**config.mk**
```make
export PLATFORM = sky130hd
export DESIGN_NAME = intdiv_remul
export DESIGN_NICKNAME = d
export VERILOG_FILES = /design/src/rtl/intdiv_pkg.sv /design/src/rtl/intdiv_booth_step.sv /design/src/rtl/intdiv_remul.sv
export SDC_FILE = /design/constraint.sdc
export NUM_CORES = 1
export LEC_CHECK = 0
export BUFFER_PORTS_ARGS = -buffer_cell sky130_fd_sc_hd__clkbuf_2
export CORE_ASPECT_RATIO = 0.8
export CORE_MARGIN = 3
export CORE_UTILIZATION = 34
export CTS_CLUSTER_SIZE = 10
export DETAILED_ROUTE_END_ITERATION = 10
export PLACE_DENSITY = 0.52
export SYNTH_ARGS = -nofsm -noshare
export SYNTH_HDL_FRONTEND = slang
export SYNTH_HIERARCHICAL = 1
export SYNTH_SLANG_ARGS = --single-unit
```
**constraint.sdc**
```tcl
create_clock -name clk -period 2.5 [get_ports clk]
set_input_delay 0.125 -clock clk [delete_from_list [all_inputs] [get_ports clk]]
set_output_delay 0.125 -clock clk [all_outputs]
set_load 0.01 [all_outputs]
```
**src/rtl/intdiv_pkg.sv**
```systemverilog
// intdiv_pkg: shared encodings for the integer divider family
package intdiv_pkg;
  typedef enum logic [1:0] {IDLE = 2'd0, MUL = 2'd1, FIX = 2'd2, DONE = 2'd3} state_t;
  localparam logic [1:0] BOOTH_NOP = 2'b00;
  localparam logic [1:0] BOOTH_ADD = 2'b01;
  localparam logic [1:0] BOOTH_SUB = 2'b10;
  localparam logic [1:0] BOOTH_NOP1 = 2'b11;
  localparam logic [1:0] SD2_ZERO = 2'b00;
  localparam logic [1:0] SD2_POS = 2'b01;
  localparam logic [1:0] SD2_NEG = 2'b11;
endpackage

```
**src/rtl/intdiv_booth_step.sv**
```systemverilog
// intdiv_booth_step: one radix-2 Booth add/subtract on the accumulator before the shift
module intdiv_booth_step
  import intdiv_pkg::*;
#(
  parameter int N = 5
) (
  input  logic [N:0]   acc,
  input  logic [N-1:0] z,
  input  logic [1:0]   pair,
  output logic [N:0]   sum
);
  logic [N:0] z_ext;
  always_comb begin
    z_ext = {z[N-1], z};
    sum = pair == BOOTH_ADD ? acc + z_ext : pair == BOOTH_SUB ? acc - z_ext : acc;
  end
endmodule

```
**src/rtl/intdiv_remul.sv**
```systemverilog
// intdiv_remul: sequential Booth reconstruction x = z*y + r with overflow and remainder-legality flags
module intdiv_remul
  import intdiv_pkg::*;
#(
  parameter int N = 5
) (
  input  logic           clk,
  input  logic           rst,
  input  logic           in_valid,
  output logic           in_ready,
  input  logic [N-1:0]   z,
  input  logic [N-1:0]   y,
  input  logic [N-1:0]   r,
  output logic           out_valid,
  input  logic           out_ready,
  output logic [2*N-1:0] x_full,
  output logic [N-1:0]   x,
  output logic           ovf,
  output logic           rem_ok
);
  localparam int CW = $clog2(N + 1);
  state_t state, state_nx;
  logic [N:0] acc, sum, r_ext, y_ext, r_mag, y_mag;
  logic [N-1:0] q, zr, yr, rr;
  logic qm1;
  logic [CW-1:0] cnt;
  logic [2*N-1:0] xs;
  intdiv_booth_step #(.N(N)) u_step (.acc(acc), .z(zr), .pair({q[0], qm1}), .sum(sum));
  always_comb begin
    state_nx = state == IDLE ? (in_valid ? MUL : IDLE)
             : state == MUL  ? (cnt == CW'(N - 1) ? FIX : MUL)
             : state == FIX  ? DONE
             : (out_ready ? IDLE : DONE);
    in_ready = state == IDLE;
    out_valid = state == DONE;
    x = x_full[N-1:0];
    // {acc, q} is a 2N+1-bit product that always fits in 2N bits
    xs = {acc[N-1:0], q} + {{N{rr[N-1]}}, rr};
    r_ext = {rr[N-1], rr};
    y_ext = {yr[N-1], yr};
    r_mag = r_ext[N] ? -r_ext : r_ext;
    y_mag = y_ext[N] ? -y_ext : y_ext;
  end
  always_ff @(posedge clk or posedge rst)
    if (rst) state <= IDLE;
    else state <= state_nx;
  always_ff @(posedge clk or posedge rst)
    if (rst) begin
      acc <= '0;
      q <= '0;
      qm1 <= 1'b0;
      cnt <= '0;
      zr <= '0;
      yr <= '0;
      rr <= '0;
      x_full <= '0;
      ovf <= 1'b0;
      rem_ok <= 1'b0;
    end else if (state == IDLE && in_valid) begin
      zr <= z;
      yr <= y;
      rr <= r;
      q <= y;
      qm1 <= 1'b0;
      acc <= '0;
      cnt <= '0;
    end else if (state == MUL) begin
      {acc, q, qm1} <= {sum[N], sum, q};
      cnt <= cnt + CW'(1);
    end else if (state == FIX) begin
      x_full <= xs;
      ovf <= !(&xs[2*N-1:N-1]) && |xs[2*N-1:N-1];
      rem_ok <= yr != '0 && r_mag < y_mag && (rr == '0 || rr[N-1] == xs[2*N-1]);
    end
endmodule
```
Word-level counts from Yosys, hierarchy flattened
Cells that the tools add are included.

Logic and storage cells: 58. Input port bits: 19. Output and inout bits: 19. Register bits after elaboration: 44.

Add/sub/neg operators: 6. Bitwise logic cells: 2. Multiplexer cells: 18. Equal/unequal tests: 7. Reduce and logical (&&, ||, !) cells: 13. Magnitude comparators: 1.

Operators with widths (count): $mux 6 (6); $neg 6->6 (2); $add 10x10->10 (1); $mux 2 (5); $mux 5 (2); $add 6x6->6 (1); $eq 2x2->1 const B (3); $lt 6x6->1 (1); $mux 3 (2); $reduce_and 6->1 (1); $reduce_or 6->1 (1); $sub 6x6->6 (1); $logic_not 5->1 (1); $reduce_bool 5->1 (1); $eq 2x1->1 const B (2); $logic_and 1x1->1 (4); $add 3x1->3 const B (1); $eq 3x3->1 const B (1); $mux 1 (3); $reduce_and 3->1 (1); $logic_not 2->1 (1); $not 1->1 (2); $reduce_bool 2->1 (1); $eq 1x1->1 (1); 2 further kinds (2).

Depth between registers and ports, before layout
Gate-level depths: netlist (run 1).

Word-level depth: 5. Depth in mapped cells: 11. Mapped depth without buffers: 11.

Modules after synthesis
The synthesis (run 1) kept the hierarchy.

By module, submodules not included: intdiv_remul (cells an instance 266, instances 1, area each 2461.1 um^2); intdiv_booth_step (cells an instance 74, instances 1, area each 543.0 um^2).

Least setup slack after synthesis (run 1)
No wires, ideal clock.

Path kind: register to register. Start point: register q[0]. End point: register ovf. Required time: 2.362 ns. Setup slack: 0.211 ns. Arrival: 2.151 ns. Library setup time: 0.138 ns. Cell stages (with the launch flop): 10. Path through: dfrtp_1 -> ha_1 -> inv_1 -> fa_1 -> nor2b_1 -> o21ai_0 -> a211oi_1 -> nand2_1 -> nor4_1 -> a221oi_2.

Word-level cells in the longest chain between the ends: 4.

RTL lines: from (decl) (line intdiv_remul.sv:24) `logic [N-1:0] q, zr, yr, rr;`; from (signal assigned) (line intdiv_remul.sv:63) `q <= y;`; from (signal assigned) (line intdiv_remul.sv:68) `{acc, q, qm1} <= {sum[N], sum, q};`; $add 10x10->10 (*) (line intdiv_remul.sv:38) `xs = {acc[N-1:0], q} + {{N{rr[N-1]}}, rr};`; $reduce_and 6->1 (line intdiv_remul.sv:72) `ovf <= !(&xs[2*N-1:N-1]) && |xs[2*N-1:N-1];`; $logic_not 1->1 (line intdiv_remul.sv:72); $logic_and 1x1->1 (*) (line intdiv_remul.sv:72); to (signal assigned) (line intdiv_remul.sv:72); to (decl) (line intdiv_remul.sv:18) `output logic ovf,`.

Every way passes the cells marked *; elsewhere a longest branch is shown, timed or not. A chain may end at the register's enable or synchronous reset.

Worst setup path after layout (run 1)
Start point: register rr[2]. End point: register ovf.

Word-level cells in the longest chain between the ends: 4.

RTL lines: from (decl) (line intdiv_remul.sv:24); from (signal assigned) (line intdiv_remul.sv:62) `rr <= r;`; $add 10x10->10 (*) (line intdiv_remul.sv:38); $reduce_and 6->1 (line intdiv_remul.sv:72); $logic_not 1->1 (line intdiv_remul.sv:72); $logic_and 1x1->1 (*) (line intdiv_remul.sv:72).

Marked as above.

==> results of run 1 <==
## layout make-up
class | instances | area, µm²
Clock buffer | 5 | 68.8
Clock inverter | 3 | 47.5
Fill cell | 875 | 5060
Inverter | 22 | 82.6
Multi-Input combinational cell | 258 | 1760
Sequential cell | 43 | 1080
Tap cell | 112 | 140
Timing Repair Buffer | 49 | 288
## logic make-up (layout without fill, tap and decap cells)
group / after synthesis / in the layout / synth area share
compound gates: 90 / 90 / 0.209
fa+ha+maj: 31 / 31 / 0.137
mux: 8 / 8 / 0.0275
simple gates: 115 / 115 / 0.171
other cells: 2 / 2 / 0.00250
flops: 43 / 43 / 0.358
buf+inv: 39 / 79 / 0.0579
xor+xnor: 12 / 12 / 0.0375
## sequential cells by signal, summed over array words and instances, names as in the netlist
name / flops
x_full: 10
acc: 5
q: 5
rr: 5
yr: 5
zr: 5
cnt: 3
state: 2
ovf: 1
qm1: 1
rem_ok: 1
## synth_stat cells, types with 2 or more instances
library cell  number
o211ai_1           3
o21ai_0           18
o21a_1             2
a21oi_1           14
o21ai_1           14
nand3_1            3
o31ai_1            4
nand2_1           70
a21boi_0           2
buf_1              2
o2111a_1           2
dfrtp_1           43
conb_1             2
inv_1             22
ha_1              28
xnor2_1            5
fa_1               3
a31oi_1            2
o22ai_1            4
nor3b_1            2
mux2_1             2
o21ai_2            2
clkbuf_1           8
a22oi_1            2
nor2_1            15
nor2b_1            6
mux2i_1            6
xor2_1             6
buf_4              5
a21o_1             3
nor3_1             3
nand2b_1           4
or3_1              2
and2_1             3
## metal layers
metal  global-route usage  vias to the layer above  share of wire
met4               0.0395                        0         0.0098
met1                0.212                     1125           0.52
met5                    0                        -              0
met2                0.220                       51           0.42
li1                     -                     1251              -
met3               0.0289                        7          0.041
## timing repair
item	4_1_cts	5_1_grt
hold buffers	5	0
resized for setup	0	1
hold endpoints to repair	48	0
endpoints found under the setup margin	0	1
## path summary, 6_finish.rpt
path / slack [ns] / end / from / cells after the start
worst max register to register: 0.14 / ovf / rr[2] / 7
max in group asynchronous: 1.65 / acc[3] / rst / 4
worst max-delay path: 0.14 / ovf / rr[2] / 7
worst min-delay path: 0.008 / zr[3] / z[3] / 3
worst min register to register: 0.50 / x_full[6] / x_full[6] / 2
min in group asynchronous: 0.47 / x_full[8] / rst / 4
## power breakdown
group | internal, mW | switching (mW)
Sequential | 1.03 | 0.341
Clock | 0.303 | 0.283
Combinational | 1.35 | 1.85
Total | 2.68 | 2.47
## worst min-delay path: cells and delay by family
kind / cells / cell delay (ns)
buf+inv: 1 / 0.08
simple gates: 2 / 0.09
==> key figures, run 1 <==
Setup path
  – Max incr delay on CP: 0.45 ns
  – Crit-path slowest cell: dfrtp_1
  – Crit path required time: 2.70 ns
  – Buffers plus inverters on the worst setup path: 0
  – Worst setup EP type: flip-flop
  – Element type at the critical path start: flip-flop
  – Worst path top cell family by delay: compound AO/OA/AOI/OAI gates
  – Max FO, Critical Path: 5
  – CP cell instances: ha_1 -> o211ai_1 -> o21ai_2 -> a311o_1 -> a2111oi_2 -> o2111a_1 -> a221oi_2
  – Crit Path Class: reg -> reg
  – Crit path arrival time: 2.55 ns

Global routing
  – GRT overflow: 0
  – Initial antenna violation count: 0
  – Gr usage total: 0.146
  – First-pass GRT wire length: 12.0 mm
  – Vias in the first global route: 2420
  – Largest net degree at the start of global routing: 44

Route
  – Iteration-0 DRC Markers: 115
  – DRT Pass-1 Iters: 4
  – Vias after detailed routing: 2434
  – DRC errors left: 0
  – Detailed-route wire length per cell: 14.1 µm
  – Vias per inst: 4.95
  – WL final: 6.92 mm
  – Post-DRT Antenna Nets: 0

Logic synthesis
  – Biggest area consumer among synthesized cells: dfrtp_1
  – Netlist Area Pre-Place: 3000 µm²
  – Synthesis-stage register bit count: 43
  – Top-area cell type share of the netlist area: 0.358
  – Seq/Total Area, Yosys: 0.358
  – Mapped Cells: 340
  – Main synth FF type: dfrtp_1
  – Distinct cells, synth: 62
  – Post-synth net total: 390
  – Post-synth EDFFs: 0
  – Syn. warnings: 6
  – Largest cells by area after synthesis: dfrtp_1 (36%), ha_1 (12%), nand2_1 (8.7%)
  – Post-synth ARST share: 1.00
  – Avg Inst Size Synth: 8.84 µm²

Timing
  – Rel. slew slack: 0.628
  – Unrepaired setup endpoints after global routing: no
  – Final hold violations: 0
  – Setup_tns: 0 ns
  – Final hold slack: 0.00832 ns
  – Pins Over Slew Limit: 0
  – Final WS setup: 0.144 ns
  – Clk_skew: 0.0102 ns
  – Slew at the pin closest to its max-slew limit: 0.558 ns
  – Max Clk Rate: 424 MHz
  – Final min period: 2.36 ns
  – Final period utilization: 0.942
  – # setup viols final: 0

Final layout
  – Ant diodes: 0
  – Layout area overhead: 15.3%
  – Commonest cells after routing, fill and taps aside: nand2_1 (70), dfrtp_1 (43), clkbuf_2 (37)
  – Commonest non-fill, non-tap cell in the layout: nand2_1
  – Design Area, Final: 3460 µm²
  – Share of post-route cells with drive strength above 1: 0.176
  – Final Util: 0.406
  – NumNets Final: 429
  – Final Non-Filler Cells: 492

Placed design
  – Detailed Place HPWL: 5.14 mm
  – Placer congestion estimate: 0.775
  – Placed cell area: 3290 µm²
  – Placed cell count: 479
  – Pre-CTS setup slack: 0.164 ns
  – Port bufs: 37

Clocking
  – Clk_lat worst skew: 0.32 ns
  – CTS tree: built
  – Root buffer cell: clkbuf_8
  – Num CTS Buffers: 5
  – CTS max path bufs: 2
  – Post-CTS Setup Bufs: 0
  – Clk sinks: 43
  – CTS H-tree depth: 2
  – Clock-pin slew on the worst setup and hold paths: 0.09 ns

Floorplan
  – Die X: 111 µm
  – Die ar.: 10000 µm²
  – # IOs: 38
  – Core area: 8520 µm²
  – DIE HEIGHT: 90.1 µm
  – Rows: 30
  – Initial core utilization: 0.353

Pwr
  – Pleak: 1.66 nW
  – Maximum vdd ir drop: 0.000546 V
  – Total power: 5.15 mW
  – Pwr Density: 1490 nW/µm²

Status
  – Status: finished, final reports clean

Run
  – Max-cap violations: 0

Hold path
  – Hold Path Class: in -> reg
No activity file was read; power rests on OpenSTA's default activity.
==> run 2: changes to the inputs <==
- CTS_BUF_LIST: not set -> sky130_fd_sc_hd__clkbuf_16
==> run 2 against run 1 <==
Die area did not move. Total power is 3.7% higher. Setup slack gained 0.0075 ns. Fmax is 0.32% higher. Critical endpoint unchanged. Count of clock-buffer cells in the layout did not move.
==> key figures, run 2 (synthesis gave the netlist of run 1 again) <==
Final layout
  – Final Non-Filler Cells: 488
  – Share of post-route cells with drive strength above 1: 0.178
  – Largest register FFs: 10
  – Commonest non-fill, non-tap cell in the layout: nand2_1
  – Final Util: 0.408
  – Ant diodes: 0
  – FILL cells: 876
  – Design Area, Final: 3480 µm²
  – NumNets Final: 425
  – Commonest cells after routing, fill and taps aside: nand2_1 (70), dfrtp_1 (43), clkbuf_2 (37)
  – Layout area overhead: 15.8%
  – Largest register by flop count: x_full

Timing
  – Max Clk Rate: 426 MHz
  – Clk_skew: 0.00687 ns
  – Final period utilization: 0.939
  – Final min period: 2.35 ns
  – Rel. slew slack: 0.628
  – Pins Over Slew Limit: 0
  – # setup viols final: 0
  – Setup_tns: 0 ns
  – Final hold violations: 0
  – Unrepaired setup endpoints after global routing: no
  – Slew at the pin closest to its max-slew limit: 0.559 ns

Setup path
  – Worst setup EP type: flip-flop
  – Crit Path Class: reg -> reg
  – Element type at the critical path start: flip-flop
  – Crit path required time: 2.67 ns
  – Crit path arrival time: 2.52 ns
  – Max FO, Critical Path: 5

Floorplan
  – Die ar.: 10000 µm²
  – # IOs: 38
  – Core area: 8520 µm²
  – Die X: 111 µm
  – DIE HEIGHT: 90.1 µm
  – Initial core utilization: 0.353
  – Rows: 30

Pwr
  – Net Switching: 2.49 mW
  – Maximum vdd ir drop: 0.000541 V
  – Pwr Density: 1530 nW/µm²
  – Clock share of power: 0.145
  – Sequential group share of total power: 0.257
  – Total power: 5.34 mW
  – Switching share of power: 0.466
  – Pint: 2.85 mW
  – Pleak: 1.67 nW
  – Logic pwr share: 0.599

Hold path
  – Hold Path Class: in -> reg

Global routing
  – Gr usage total: 0.145
  – Largest net degree at the start of global routing: 44
  – Initial antenna violation count: 0
  – GRT overflow: 0
  – First-pass GRT wire length: 12.0 mm
  – Vias in the first global route: 2430

Placed design
  – Placed cell area: 3290 µm²
  – Detailed Place HPWL: 5.14 mm
  – Placer congestion estimate: 0.775
  – Placed cell count: 479
  – Port bufs: 37

Run
  – Max-cap violations: 0

Route
  – Post-DRT Antenna Nets: 0
  – Vias per inst: 5.00
  – WL final: 6.89 mm
  – DRC errors left: 0
  – Iteration-0 DRC Markers: 145
  – DRT Pass-1 Iters: 4
  – Vias after detailed routing: 2439
  – Detailed-route wire length per cell: 14.1 µm

Clocking
  – Clk_lat worst skew: 0.29 ns
  – Clock-pin slew on the worst setup and hold paths: 0.07 ns
  – Clk sinks: 43
  – CTS H-tree depth: 2
  – Root buffer cell: clkbuf_16
  – Num CTS Buffers: 5
  – CTS tree: built
  – CTS max path bufs: 2

Status
  – Status: finished, final reports clean
## run 2: cell types whose count changed in the layout (fill, tap and decap cells not counted), sizes merged
cell | before | now
dlygate4sd3 | 5 | 1
## run 2: routing by layer
metal | global-route usage | share of wire | up-vias
li1 | - | - | 1245
met1 | 0.211 | 0.52 | 1131
met2 | 0.221 | 0.42 | 55
met3 | 0.0289 | 0.045 | 8
met4 | 0.0395 | 0.012 | 0
met5 | 0 | 0 | -
## run 2: power by group through the flow
stage                     sequential (mW)  clock, mW  combinational (mW)
after global placement               1.37          0                3.14
after global routing                 1.43      0.828                3.68
after CTS                            1.37      0.798                3.20
after floorplan                      1.35          0                2.46
final                                1.37      0.772                3.20
after detailed placement             1.38          0                3.17
## run 2: path summary, 6_finish.rpt
path | cells after the start | slack (ns) | to | start
max in group asynchronous | 4 | 1.62 | zr[4] | rst
hold reg to reg | 2 | 0.49 | x_full[6] | x_full[6]
hold / removal | 2 | 0.01 | state[0] | out_ready
min in group asynchronous | 4 | 0.50 | x_full[8] | rst
setup reg to reg | 7 | 0.15 | ovf | rr[2]
setup / recovery | 7 | 0.15 | ovf | rr[2]
## run 2: worst max-delay path: stages, from the launching register on
cell	delay, ns
dfrtp_1	0.44
ha_1	0.37
o211ai_1	0.24
o21ai_2	0.14
a311o_1	0.41
a2111oi_2	0.36
o2111a_1	0.24
a221oi_2	0.04
## run 2: layout make-up
cell class,count,area [µm²],share of cell area
multi-input combinational,258,1760,0.506
sequential,43,1080,0.309
timing repair buffer,45,248,0.0712
tap,112,140,0.0403
clock buffer,5,125,0.0360
inverter,22,82.6,0.0237
clock inverter,3,47.5,0.0137
## run 2: repair_timing
item | in CTS | in global routing
hold buffers | 1 | 0
hold endpoints to repair | 43 | 0
setup buffers | 0 | 0
endpoints found under the setup margin | 0 | 1
gates resized for setup | 0 | 1
## run 2: stage by stage
stage / hold WS (ns) / setup slack, ns
6_report: 0.0138 / 0.151
2_1_floorplan: 0.210 / 0.211
4_1_cts: 0.00470 / 0.155
3_3_place_gp: 0.286 / 0.214
3_5_place_dp: 0.292 / 0.164
5_1_grt: 0.0314 / 0.0227
==> run 3: changes to the inputs <==
- HOLD_SLACK_MARGIN: not set -> 0.1
==> run 3 against run 2 <==
Core utilization grew 1.9 points. Final cell count increased by 3.3%. Non-clock buffer count rose by 16. Register-to-register slack is essentially flat. Largest power group unchanged. Highest routed layer unchanged. Clock power about the same. Critical path type unchanged.
==> key figures, run 3 (synthesis gave the netlist of run 1 again) <==
Status
  – Status: finished, final reports clean

Global routing
  – Gr usage total: 0.149
  – Vias in the first global route: 2481
  – First-pass GRT wire length: 12.2 mm
  – Initial antenna violation count: 0
  – Largest net degree at the start of global routing: 44
  – GRT overflow: 0

Clocking
  – Clock-pin slew on the worst setup and hold paths: 0.07 ns
  – Root buffer cell: clkbuf_16
  – Num CTS Buffers: 5
  – CTS H-tree depth: 2
  – Post-CTS Setup Bufs: 0
  – CTS tree: built
  – Clk_lat worst skew: 0.29 ns
  – CTS max path bufs: 2
  – Clk sinks: 43

Timing
  – Final hold violations: 0
  – # setup viols final: 0
  – Final min period: 2.34 ns
  – Setup_tns: 0 ns
  – Max Clk Rate: 427 MHz
  – Pins Over Slew Limit: 0
  – Clk_skew: 0.00667 ns
  – Unrepaired setup endpoints after global routing: no
  – Final hold slack: 0.231 ns
  – Rel. slew slack: 0.629
  – Slew at the pin closest to its max-slew limit: 0.556 ns
  – Final period utilization: 0.937

Setup path
  – Crit path arrival time: 2.51 ns
  – Max incr delay on CP: 0.44 ns
  – CP cell instances: ha_1 -> o211ai_1 -> o21ai_2 -> a311o_1 -> a2111oi_2 -> o2111a_1 -> a221oi_2
  – Crit-path slowest cell: dfrtp_1
  – Worst setup EP type: flip-flop
  – Crit Path Class: reg -> reg
  – Crit path required time: 2.67 ns
  – Element type at the critical path start: flip-flop
  – Max FO, Critical Path: 5

Floorplan
  – DIE HEIGHT: 90.1 µm
  – Initial core utilization: 0.353
  – Rows: 30
  – Die X: 111 µm
  – Die ar.: 10000 µm²
  – # IOs: 38
  – Core area: 8520 µm²

Route
  – DRC errors left: 0
  – DRT Pass-1 Iters: 5
  – Iteration-0 DRC Markers: 144
  – Detailed-route wire length per cell: 14.0 µm
  – Max layer used: met4
  – Routed wl met3: 272 µm
  – WL final: 7.03 mm
  – WL met2: 3.03 mm
  – Vias per inst: 4.95
  – Vias after detailed routing: 2496
  – Wl on met1: 3.65 mm
  – Post-DRT Antenna Nets: 0

Run
  – Max-cap violations: 0

Final layout
  – Commonest non-fill, non-tap cell in the layout: nand2_1
  – Largest register FFs: 10
  – Share of post-route cells with drive strength above 1: 0.171
  – Final Util: 0.427
  – Final Non-Filler Cells: 504
  – Layout area overhead: 21.2%
  – Largest register by flop count: x_full
  – Commonest cells after routing, fill and taps aside: nand2_1 (70), dfrtp_1 (43), clkbuf_2 (37)
  – Ant diodes: 0
  – NumNets Final: 441

Pwr
  – Pint: 2.87 mW
  – Maximum vdd ir drop: 0.000549 V
  – Pleak: 1.73 nW
  – Logic pwr share: 0.600
  – Switching share of power: 0.465
  – Sequential group share of total power: 0.256
  – Net Switching: 2.49 mW
  – Clock share of power: 0.144
  – Pwr Density: 1470 nW/µm²

Hold path
  – Hold Path Class: in -> reg

Placed design
  – Port bufs: 37
  – Placed cell count: 479
  – Detailed Place HPWL: 5.14 mm
  – Placer congestion estimate: 0.775
==> run 3: changes by cell type in the layout (fill, tap and decap cells not counted) <==
cell / change
dlygate4sd3_1: +16
==> run 3: area by class of cell <==
type	instances	area, µm²
well taps	112	140
flip-flops and latches	43	1080
repair buffers	61	408
multi-input cells	258	1760
inverters	22	82.6
clock buffers	5	125
fillers	864	4880
clock inverters	3	47.5
==> run 3: per-stage QoR <==
step	area (µm²)	total power, mW	setup slack (ns)
final	3640	5.36	0.158
after detailed placement	3290	4.56	0.164
after global routing	3640	5.96	0.0227
after floorplan	3000	3.81	0.211
after global placement	3290	4.51	0.214
after CTS	3630	5.39	0.155
==> run 3: worst paths after layout <==
| kind | from | endpoint | slack, ns | cells after the start |
|---|---|---|---|---|
| worst min-delay path | in_valid | state[0] | 0.23 | 5 |
| worst max register to register | rr[2] | ovf | 0.16 | 7 |
| worst min register to register | x_full[6] | x_full[6] | 0.49 | 2 |
| max in group asynchronous | rst | zr[4] | 1.62 | 4 |
| min in group asynchronous | rst | x_full[8] | 0.50 | 4 |
| worst max-delay path | rr[2] | ovf | 0.16 | 7 |
==> run 3: critical path, delay by kind of cell (launching register included) <==
family          cells  cell delay (ns)
compound gates      6             1.43
fa+ha+maj           1             0.37
flops               1             0.44
==> run 3: what timing repair did <==
action | CTS | global route
gates resized for setup | 0 | 1
hold buffers | 17 | 0
endpoints found under the hold margin | 64 | 0
setup endpoints to repair | 0 | 1
==> run 3: power groups by stage <==
stage	sequential, mW	clock, mW	combinational, mW
floorplan	1.35	0	2.46
global placement	1.37	0	3.14
detailed placement	1.38	0	3.17
CTS	1.37	0.798	3.22
global route	1.43	0.828	3.70
finish	1.37	0.773	3.22
==> run 3: per-layer routing <==
metal | up-vias | GRT usage
met5 | - | 0
met4 | 0 | 0.0395
met2 | 49 | 0.228
met1 | 1162 | 0.215
met3 | 8 | 0.0289
li1 | 1277 | -
